==> src/rtl/uart_defs.sv <==
// Shared UART definitions: autobaud error causes and detector states.
package uart_defs;

  typedef enum logic [1:0] {
    TIMEOUT = 2'd0,
    JITTER  = 2'd1,
    FRAME   = 2'd2,
    RANGE   = 2'd3
  } AbdErr_t;

  typedef enum logic [2:0] {
    IDLE,
    ARM,
    WAIT_START,
    MEASURE,
    STOP_RISE,
    STOP_SAMPLE,
    DONE
  } AbdState_t;

endpackage

==> src/rtl/uart_sync_edge.sv <==
// Two-flop synchronizer for an asynchronous idle-high line, plus rise/fall strobes.
module uart_sync_edge (
  input  logic clk,
  input  logic rst_n,
  input  logic d_i,
  output logic q_o,
  output logic rise_o,
  output logic fall_o
);

  logic s1_q, s2_q, prev_q;

  always_ff @(posedge clk or negedge rst_n) begin
    if (!rst_n) begin
      s1_q   <= 1'b1;
      s2_q   <= 1'b1;
      prev_q <= 1'b1;
    end else begin
      s1_q   <= d_i;
      s2_q   <= s1_q;
      prev_q <= s2_q;
    end
  end

  assign q_o    = s2_q;
  assign rise_o = s2_q & ~prev_q;
  assign fall_o = ~s2_q & prev_q;

endmodule

==> src/rtl/uart_autobaud.sv <==
// Times a 0x55 sync character on RX and derives the UART oversampling divider.
module uart_autobaud
  import uart_defs::*;
#(
  parameter int unsigned CNT_W    = 24,
  parameter int unsigned OSR_LOG2 = 4
) (
  input  logic        clk,
  input  logic        rst_n,
  input  logic        rx_i,
  input  logic        start_i,
  output logic        busy_o,
  output logic [31:0] divider_o,
  output logic        divider_valid_o,
  output logic        error_o,
  output logic [1:0]  err_cause_o
);

  localparam logic [CNT_W-1:0] ONE_C   = CNT_W'(1);
  localparam logic [CNT_W:0]   ONE_W   = (CNT_W + 1)'(1);
  localparam logic [CNT_W:0]   RND_ADD = ONE_W << (2 + OSR_LOG2);

  logic line, rise, fall;

  uart_sync_edge u_sync (
    .clk    (clk),
    .rst_n  (rst_n),
    .d_i    (rx_i),
    .q_o    (line),
    .rise_o (rise),
    .fall_o (fall)
  );

  AbdState_t        state_q, state_d;
  AbdErr_t          cause_q, cause_d;
  logic [CNT_W-1:0] cnt_q, icnt_q, i0_q, t_q, rise_lim, samp_lim;
  logic [1:0]       nfall_q;
  logic [CNT_W:0]   interval, delta, rnd, div_w;
  logic             clr_meas, rst_icnt, store_i0, latch_t, set_err, set_div;
  logic             jitter_bad, cnt_sat, in_meas;

  assign interval   = {1'b0, icnt_q} + ONE_W;
  assign delta      = (interval >= {1'b0, i0_q}) ? interval - {1'b0, i0_q}
                                                 : {1'b0, i0_q} - interval;
  assign jitter_bad = delta > {3'b000, i0_q[CNT_W-1:2]};
  assign cnt_sat    = &cnt_q;
  assign rise_lim   = (t_q >> 3) + (t_q >> 5);
  assign samp_lim   = t_q >> 4;
  assign rnd        = {1'b0, t_q} + RND_ADD;
  assign div_w      = rnd >> (3 + OSR_LOG2);
  assign in_meas    = (state_q == MEASURE) || (state_q == STOP_RISE) || (state_q == STOP_SAMPLE);

  always_ff @(posedge clk or negedge rst_n) begin
    if (!rst_n) state_q <= IDLE;
    else        state_q <= state_d;
  end

  always_comb begin
    state_d  = state_q;
    cause_d  = TIMEOUT;
    clr_meas = 1'b0;
    rst_icnt = 1'b0;
    store_i0 = 1'b0;
    latch_t  = 1'b0;
    set_err  = 1'b0;
    set_div  = 1'b0;
    case (state_q)
      IDLE:       if (start_i) state_d = ARM;
      ARM:        if (line) state_d = WAIT_START;
      WAIT_START: if (fall) begin
        state_d  = MEASURE;
        clr_meas = 1'b1;
      end
      MEASURE: begin
        if (cnt_sat) begin
          set_err = 1'b1;
          cause_d = TIMEOUT;
        end else if (fall) begin
          if (nfall_q != 2'd0 && jitter_bad) begin
            set_err = 1'b1;
            cause_d = JITTER;
          end else begin
            rst_icnt = 1'b1;
            store_i0 = (nfall_q == 2'd0);
            if (nfall_q == 2'd3) begin
              latch_t = 1'b1;
              state_d = STOP_RISE;
            end
          end
        end
      end
      STOP_RISE: begin
        if (cnt_sat) begin
          set_err = 1'b1;
          cause_d = TIMEOUT;
        end else if (fall) begin
          set_err = 1'b1;
          cause_d = FRAME;
        end else if (rise) begin
          rst_icnt = 1'b1;
          state_d  = STOP_SAMPLE;
        end else if (icnt_q >= rise_lim) begin
          set_err = 1'b1;
          cause_d = FRAME;
        end
      end
      STOP_SAMPLE: begin
        if (cnt_sat) begin
          set_err = 1'b1;
          cause_d = TIMEOUT;
        end else if (fall) begin
          set_err = 1'b1;
          cause_d = FRAME;
        end else if (icnt_q >= samp_lim) begin
          if (line) begin
            state_d = DONE;
          end else begin
            set_err = 1'b1;
            cause_d = FRAME;
          end
        end
      end
      DONE: begin
        state_d = IDLE;
        if (div_w == '0) begin
          set_err = 1'b1;
          cause_d = RANGE;
        end else begin
          set_div = 1'b1;
        end
      end
      default: state_d = IDLE;
    endcase
    if (set_err) state_d = IDLE;
  end

  // icnt doubles as the stop-bit timer once the span T is latched
  always_ff @(posedge clk or negedge rst_n) begin
    if (!rst_n) begin
      cnt_q           <= '0;
      icnt_q          <= '0;
      nfall_q         <= '0;
      i0_q            <= '0;
      t_q             <= '0;
      cause_q         <= TIMEOUT;
      divider_o       <= '0;
      divider_valid_o <= 1'b0;
      error_o         <= 1'b0;
    end else begin
      if (clr_meas)     cnt_q <= '0;
      else if (in_meas) cnt_q <= cnt_q + ONE_C;
      if (clr_meas || rst_icnt) icnt_q <= '0;
      else if (in_meas)         icnt_q <= icnt_q + ONE_C;
      if (clr_meas)                              nfall_q <= '0;
      else if (rst_icnt && state_q == MEASURE)   nfall_q <= nfall_q + 2'd1;
      if (store_i0) i0_q <= interval[CNT_W-1:0];
      if (latch_t)  t_q  <= cnt_q + ONE_C;
      if (set_err)  cause_q <= cause_d;
      if (set_div)  divider_o <= 32'(div_w);
      divider_valid_o <= set_div;
      error_o         <= set_err;
    end
  end

  assign busy_o      = (state_q != IDLE);
  assign err_cause_o = cause_q;

endmodule

==> config.mk <==
export PLATFORM = sky130hd
export DESIGN_NAME = uart_autobaud
export DESIGN_NICKNAME = d
export VERILOG_FILES = /design/src/rtl/uart_defs.sv /design/src/rtl/uart_sync_edge.sv /design/src/rtl/uart_autobaud.sv
export SDC_FILE = /design/constraint.sdc
export NUM_CORES = 1
export LEC_CHECK = 0
export ABC_AREA = 1
export CORE_MARGIN = 2
export CORE_UTILIZATION = 40
export CTS_CLUSTER_SIZE = 30
export DETAILED_ROUTE_END_ITERATION = 16
export PLACE_DENSITY = 0.58
export SLEW_MARGIN = 10
export SYNTH_ARGS = -nofsm -noshare
export SYNTH_HDL_FRONTEND = slang
export SYNTH_SLANG_ARGS = --single-unit
==> constraint.sdc <==
create_clock -name clk -period 6 [get_ports clk]
set_clock_uncertainty 0.2 [all_clocks]
set_input_delay 1.2 -clock clk [delete_from_list [all_inputs] [get_ports clk]]
set_output_delay 1.2 -clock clk [all_outputs]
set_load 0.01 [all_outputs]
# Word-level counts from Yosys, hierarchy flattened
# Cells that the tools add are included.
[op_classes] addsub=8 order_cmp=4 n_eq_ne=21 muxes=69 bitwise_logic=4 n_reduce_logical=15
[op_table] cell="$mux 24" n=4
[op_table] cell="$add 24x1->24 const B" n=2
[op_table] cell="$mux 3" n=15
[op_table] cell="$mux 1" n=34
[op_table] cell="$ne 3x3->1 const B" n=11
[op_table] cell="$add 24x1->25 const B" n=1
[op_table] cell="$add 24x7->25 const B" n=1
[op_table] cell="$ge 25x24->1" n=1
[op_table] cell="$gt 25x22->1" n=1
[op_table] cell="$logic_not 25->1" n=1
[op_table] cell="$mux 25" n=1
[op_table] cell="$sub 24x25->25" n=1
[op_table] cell="$sub 25x24->25" n=1
[op_table] cell="$ge 24x20->1" n=1
[op_table] cell="$ge 24x22->1" n=1
[op_table] cell="$reduce_and 24->1" n=1
[op_table] cell="$add 21x19->22" n=1
[op_table] cell="$mux 2" n=11
[op_table] cell="$pmux 3 s6" n=1
[op_table] cell="$reduce_and 14->1" n=1
[op_table] cell="$eq 3x3->1 const B" n=3
[op_table] cell="$ne 3x2->1 const B" n=3
[op_table] cell="$pmux 2 s4" n=1
[op_table] cell="$reduce_bool 2->1" n=4
[op_table] cell="13 further kinds" n=19
[word_totals] regBits=126 input_bits=4 output_inout_bits=37 word_cells=134

# Longest topological paths before layout
[logic_depth] word_depth=12 ltp_mapped=49 ltp_nobuf=47

# Cells and area by module
# Synthesis repeated with hierarchy kept, for this count alone.
[hier_totals] cells_unflattened=1665 area_unflattened_um2=11523.6
[modules_own_cells] module="uart_autobaud" instances=1 cells_each=1658 area_per_inst_um2=11429.7 seq_area_each_um2=3002.9
[modules_own_cells] module="uart_sync_edge" instances=1 cells_each=7 area_per_inst_um2=93.8 seq_area_each_um2=78.8

# Worst setup path after synthesis
# No wires, ideal clock.
[synth_timing] kind="register -> register" start="register icnt_q[2]" end="register t_q[16]" setup_time_ns=0.119 t_arrival_ns=5.136 required_ns=5.681 setup_slack_ns=0.545 path_stages_with_launch=44 path_buffers=3 synth_period_minus_slack_ns=5.455 cell_sequence="dfrtp_1 -> nand4_1 -> nor2_2 -> nand2_1 -> nor2_4 -> nand2_2 -> nor2_2 -> nand3_1 -> nor3_2 -> nand3_1 -> nor2_2 -> xor2_2 -> ha_1 -> buf_2 -> nand2_1 -> nor2_1 -> nand2_1 -> nor2_1 -> [8 not listed] -> inv_1 -> ha_1 -> a21oi_1 -> o21ai_0 -> a21oi_1 -> nand2_1 -> nand2_1 -> nand2_1 -> nand2_1 -> nand2_1 -> nand2_1 -> nand3_2 -> nand2_2 -> nand2_4 -> nor2_8 -> buf_6 -> nand2_1 -> o21a_1"
[synth_via] elab_chain_cells=9 word_cells_on_any_way=11 classes_between="3 x add/sub; 2 x order compare; 5 x mux; 1 x reduce/logical"
[synth_lines] item="start, declared" line="uart_autobaud.sv:36" rtl="logic [CNT_W-1:0] cnt_q, icnt_q, i0_q, t_q, rise_lim, samp_lim;"
[synth_lines] item="start signal, assigned" line="uart_autobaud.sv:153" rtl="else if (in_meas) icnt_q <= icnt_q + ONE_C;"
[synth_lines] item="$add 24x1->25 (*)" line="uart_autobaud.sv:42" rtl="assign interval = {1'b0, icnt_q} + ONE_W;"
[synth_lines] item="net interval[23]" line="uart_autobaud.sv:38" rtl="logic [CNT_W:0] interval, delta, rnd, div_w;"
[synth_lines] item="$sub 24x25->25, or another cell as far along" line="uart_autobaud.sv:44" rtl=": {1'b0, i0_q} - interval;"
[synth_lines] item="$mux 25 (*)" line="uart_autobaud.sv:43" rtl="assign delta = (interval >= {1'b0, i0_q}) ? interval - {1'b0, i0_q}"
[synth_lines] item="$gt 25x22->1 (*)" line="uart_autobaud.sv:45" rtl="assign jitter_bad = delta > {3'b000, i0_q[CNT_W-1:2]};"
[synth_lines] item="$logic_and 1x1->1 (*)" line="uart_autobaud.sv:79" rtl="if (nfall_q != 2'd0 && jitter_bad) begin"
[synth_lines] item="$mux 1 (*)" line="uart_autobaud.sv:79"
[synth_lines] item="$mux 1 (*)" line="uart_autobaud.sv:78" rtl="end else if (fall) begin"
[synth_lines] item="$mux 1 (*)" line="uart_autobaud.sv:75" rtl="if (cnt_sat) begin"
[synth_lines] item="$mux 1 (*)" line="uart_autobaud.sv:67" rtl="case (state_q)"
[synth_lines] item="end signal, assigned" line="uart_autobaud.sv:157" rtl="if (latch_t) t_q <= cnt_q + ONE_C;"
[synth_lines] item="end, declared" line="uart_autobaud.sv:36"
# The timed path passes the listed nets; every way through them passes the cells marked *.
# A chain may end at the register's enable or synchronous reset.

# Final worst setup path
[layout_timing] start="register icnt_q[1]" end="register t_q[19]"
# The elaborated chain is that of the path after synthesis.

==> results.sh <==
export IMPL_status="completed"
export IMPL_die_w_um=175.4
export IMPL_worst_path_max_delay_cell="dfrtp_1"
export IMPL_avgRoutedWirePerCell_um=15.55
export IMPL_cp_end_kind="flip-flop"
export IMPL_antenna_cells=0
export IMPL_place_ws_ps=-29.88
export IMPL_drc=0
export IMPL_crit_arrival_ps=6090
export IMPL_overflow=0
export IMPL_synth_fa_ha_area_share_pct=14.99
export IMPL_fmax_ghz=0.1681
export IMPL_hold_viol_final=0
export IMPL_routabilityCongestion=0.9122
export IMPL_maxCapViolCount=0
export IMPL_clock_sinks=123
export IMPL_clk_pin_slew_ps=60
export IMPL_die_area_um2=30770
export IMPL_setup_tns_ps=0
export IMPL_synth_xor_area_share_pct=6.398
export IMPL_report_final_setup_viol=0
export IMPL_wl_mm=34.26
export IMPL_hold_buffers=0
export IMPL_synth_simple_area_share_pct=28.52
export IMPL_synth_top_family_by_area="simple AND/OR/NAND/NOR gates"
export IMPL_multi_input_area_um2=8263
export IMPL_dr_pass1_iters=5
export IMPL_areaGrowthSynthToFinish_pct=22.15
export IMPL_crit_path_start="icnt_q[1]"
export IMPL_routed_via_density=5.065
export IMPL_ys_seq_area_share_pct=26.22
export IMPL_yosysWarnings=0
export IMPL_finalMaxSlewViolations=0
export IMPL_slew_headroom_pct=41.06
export IMPL_coreArea_um2=28860
export IMPL_worst_path_max_fanout=6
export IMPL_power_density_nw_per_um2=618.0
export IMPL_crit_type="flip-flop to flip-flop"
export IMPL_grt_first_pass_wirelength_mm=54.37
export IMPL_synth_cell_types=59
export IMPL_finalCriticalPeriod_ps=5949
export IMPL_clock_root_buffer="clkbuf_16"
export IMPL_post_route_period_util_pct=99.15
export IMPL_drive_above_1_share_pct=16.88
export IMPL_ys_async_sr_fraction_pct=100.0
export IMPL_vias=11160
export IMPL_io_pins=41
export IMPL_ir_drop_v=0.0003505
export IMPL_grtUsageTotal_pct=22.16
export IMPL_drtIter0Drc=824
export IMPL_muxShareOfSynthArea_pct=0.2555
export IMPL_synth_seq_cells=123
export IMPL_rsz0062_at_grt="yes"
export IMPL_post_dp_hpwl_mm=26.76
export IMPL_synth_edff_count=0
export IMPL_seq_area_um2=3082
export IMPL_max_stage_delay_ps=360
export IMPL_portBuffers=26
export IMPL_ant_nets=0
export IMPL_cts_tree="done"
export IMPL_tightest_slew_ps=884.0
export IMPL_power_leakage_uw=0.007133
export IMPL_hold_start="u_sync.s1_q"
export IMPL_htreeDepth=4
export IMPL_syn_area_per_cell_um2=6.914
export IMPL_netlist_area_um2=11750
export IMPL_final_fill_count=2894
export IMPL_start_kind="flip-flop"
export IMPL_synth_compound_area_share_pct=13.08
export IMPL_grt_pass1_vias=10510
export IMPL_cts_buffer_depth=2
export IMPL_hp_class="flip-flop to flip-flop"
export IMPL_cts_made_buffers=17
export IMPL_clk_latency_ps=430
export IMPL_r2r_start="icnt_q[1]"
export IMPL_initial_utilization_pct=40.73
export IMPL_die_h_um=175.4
export IMPL_crit_required_ps=6140
export IMPL_grt_max_degree=64
export IMPL_finalNetCount=1949
export IMPL_antenna_found_initial=0
export IMPL_synth_top_flop_cell="dfrtp_1"
export IMPL_syn_inst=1700
export IMPL_rows=62
export IMPL_setup_slack_ps=51.05
==> logic make-up (layout without fill, tap and decap cells) <==
family,after synthesis,count (layout)
AOI/OAI and AO/OA,268,268
buffers and inverters,295,398
other,1,14
adders and majority gates,139,139
DFF,123,123
muxes,3,3
xor gates and xnor gates,85,85
and+or+nand+nor,786,789
==> critical path, delay by kind of cell, from the launching register on <==
kind            cells  cell delay, ps
compound gates      3             590
xor+xnor            2             390
fa+ha+maj           2             540
buf+inv             9            1060
flops               1             360
simple gates       21            2670
==> worst paths after layout <==
kind / to / slack [ps] / cells past startpoint
setup / recovery: t_q[19] / 50 / 37
hold / removal: u_sync.q_o / 160 / 0
setup reg to reg: t_q[19] / 50 / 37
hold reg to reg: u_sync.q_o / 160 / 0
max in group asynchronous: state_q[0] / 3620 / 2
min in group asynchronous: divider_o[12] / 670 / 1
==> layout by cell type (no fill, tap or decap), types with 8 or more instances in the layout <==
| cell | Yosys | routed |
|---|---|---|
| buf_6 | 4 | 12 |
| nand2_1 | 495 | 459 |
| conb_1 | 1 | 14 |
| inv_1 | 250 | 245 |
| xnor2_1 | 21 | 21 |
| nor2_4 | 2 | 13 |
| nor3_1 | 26 | 23 |
| buf_4 | 19 | 74 |
| nand3_1 | 59 | 47 |
| o21ai_1 | 5 | 10 |
| nor2_2 | 9 | 17 |
| clkdlybuf4s50_1 | 0 | 25 |
| a211oi_2 | 9 | 10 |
| xor2_1 | 63 | 60 |
| nand4_1 | 29 | 29 |
| o21a_1 | 9 | 9 |
| dfrtp_1 | 120 | 120 |
| a21oi_2 | 0 | 12 |
| o21ai_0 | 95 | 76 |
| nor2_1 | 131 | 114 |
| ha_4 | 0 | 13 |
| o21ai_2 | 0 | 13 |
| nand2_4 | 1 | 8 |
| nand2_2 | 6 | 35 |
| clkbuf_16 | 0 | 18 |
| nand3_2 | 4 | 13 |
| a21oi_1 | 107 | 95 |
| ha_1 | 136 | 120 |
==> where the power goes <==
group | leakage, uW | internal, uW | switching, uW
Sequential | 0.00164 | 999 | 184
Clock | 0.000285 | 602 | 435
Combinational | 0.00521 | 2710 | 3940
Total | 0.00713 | 4310 | 4560
==> registers in the layout, summed over array words and instances, names as in the netlist <==
signal           cells
err_cause_o          2
u_sync.q_o           1
state_q              3
icnt_q              24
cnt_q               24
t_q                 21
u_sync.s1_q          1
u_sync.prev_q        1
i0_q                24
nfall_q              2
divider_valid_o      1
divider_o           18
error_o              1
==> routing by layer <==
layer | GRT usage (%) | up-vias | wire length [um]
li1 | - | 5674 | -
met1 | 32.25 | 5217 | 16770
met2 | 34.99 | 240 | 15630
met3 | 3.139 | 28 | 1471
met4 | 4.580 | 0 | 389
met5 | 0 | - | 0
==> metrics by stage <==
step	util (%)	total power [uW]	instance area [um^2]	hold slack, ps	cells
2_1_floorplan	-	4900	11800	145.2	1713
3_3_place_gp	44.38	6450	12810	146.3	2152
3_5_place_dp	44.38	6516	12810	147.6	2152
4_1_cts	46.48	7633	13410	157.3	2185
5_1_grt	49.75	9690	14360	160.3	2203
6_report	49.75	8872	14360	155.6	2203
==> timing repair <==
item                                    4_1_cts  5_1_grt
buffers inserted                              0       15
cloned                                        1        3
gates resized for setup                       9      187
pin swaps                                     1       49
endpoints found under the setup margin       39       53
==> area by class of cell <==
| type | instances | area share, % |
|---|---|---|
| multi-input cells | 1298 | 57.55 |
| repair buffers | 114 | 6.972 |
| well taps | 384 | 3.346 |
| clock buffers | 19 | 3.155 |
| clock inverters | 13 | 0.9063 |
| inverters | 252 | 6.606 |
| flip-flops and latches | 123 | 21.46 |
==> cells in the mapped netlist (all sizes together) (4+ instances only) <==
cell	number	share of area (%)
nand2	502	16
inv	252	8.0
nor2	143	5.0
ha	136	14
dfrtp	120	26
a21oi	107	4.6
o21ai	100	4.3
nand3	64	3.0
xor2	64	4.8
buf	35	2.2
nor3	32	1.7
nand4	29	1.5
xnor2	21	1.6
a211oi	18	1.5
o21a	9	0.57
clkbuf	8	0.26
nor4	7	0.50
o22ai	6	0.32
a21boi	5	0.32
o21bai	4	0.26
(Power assumes the default switching activity.)
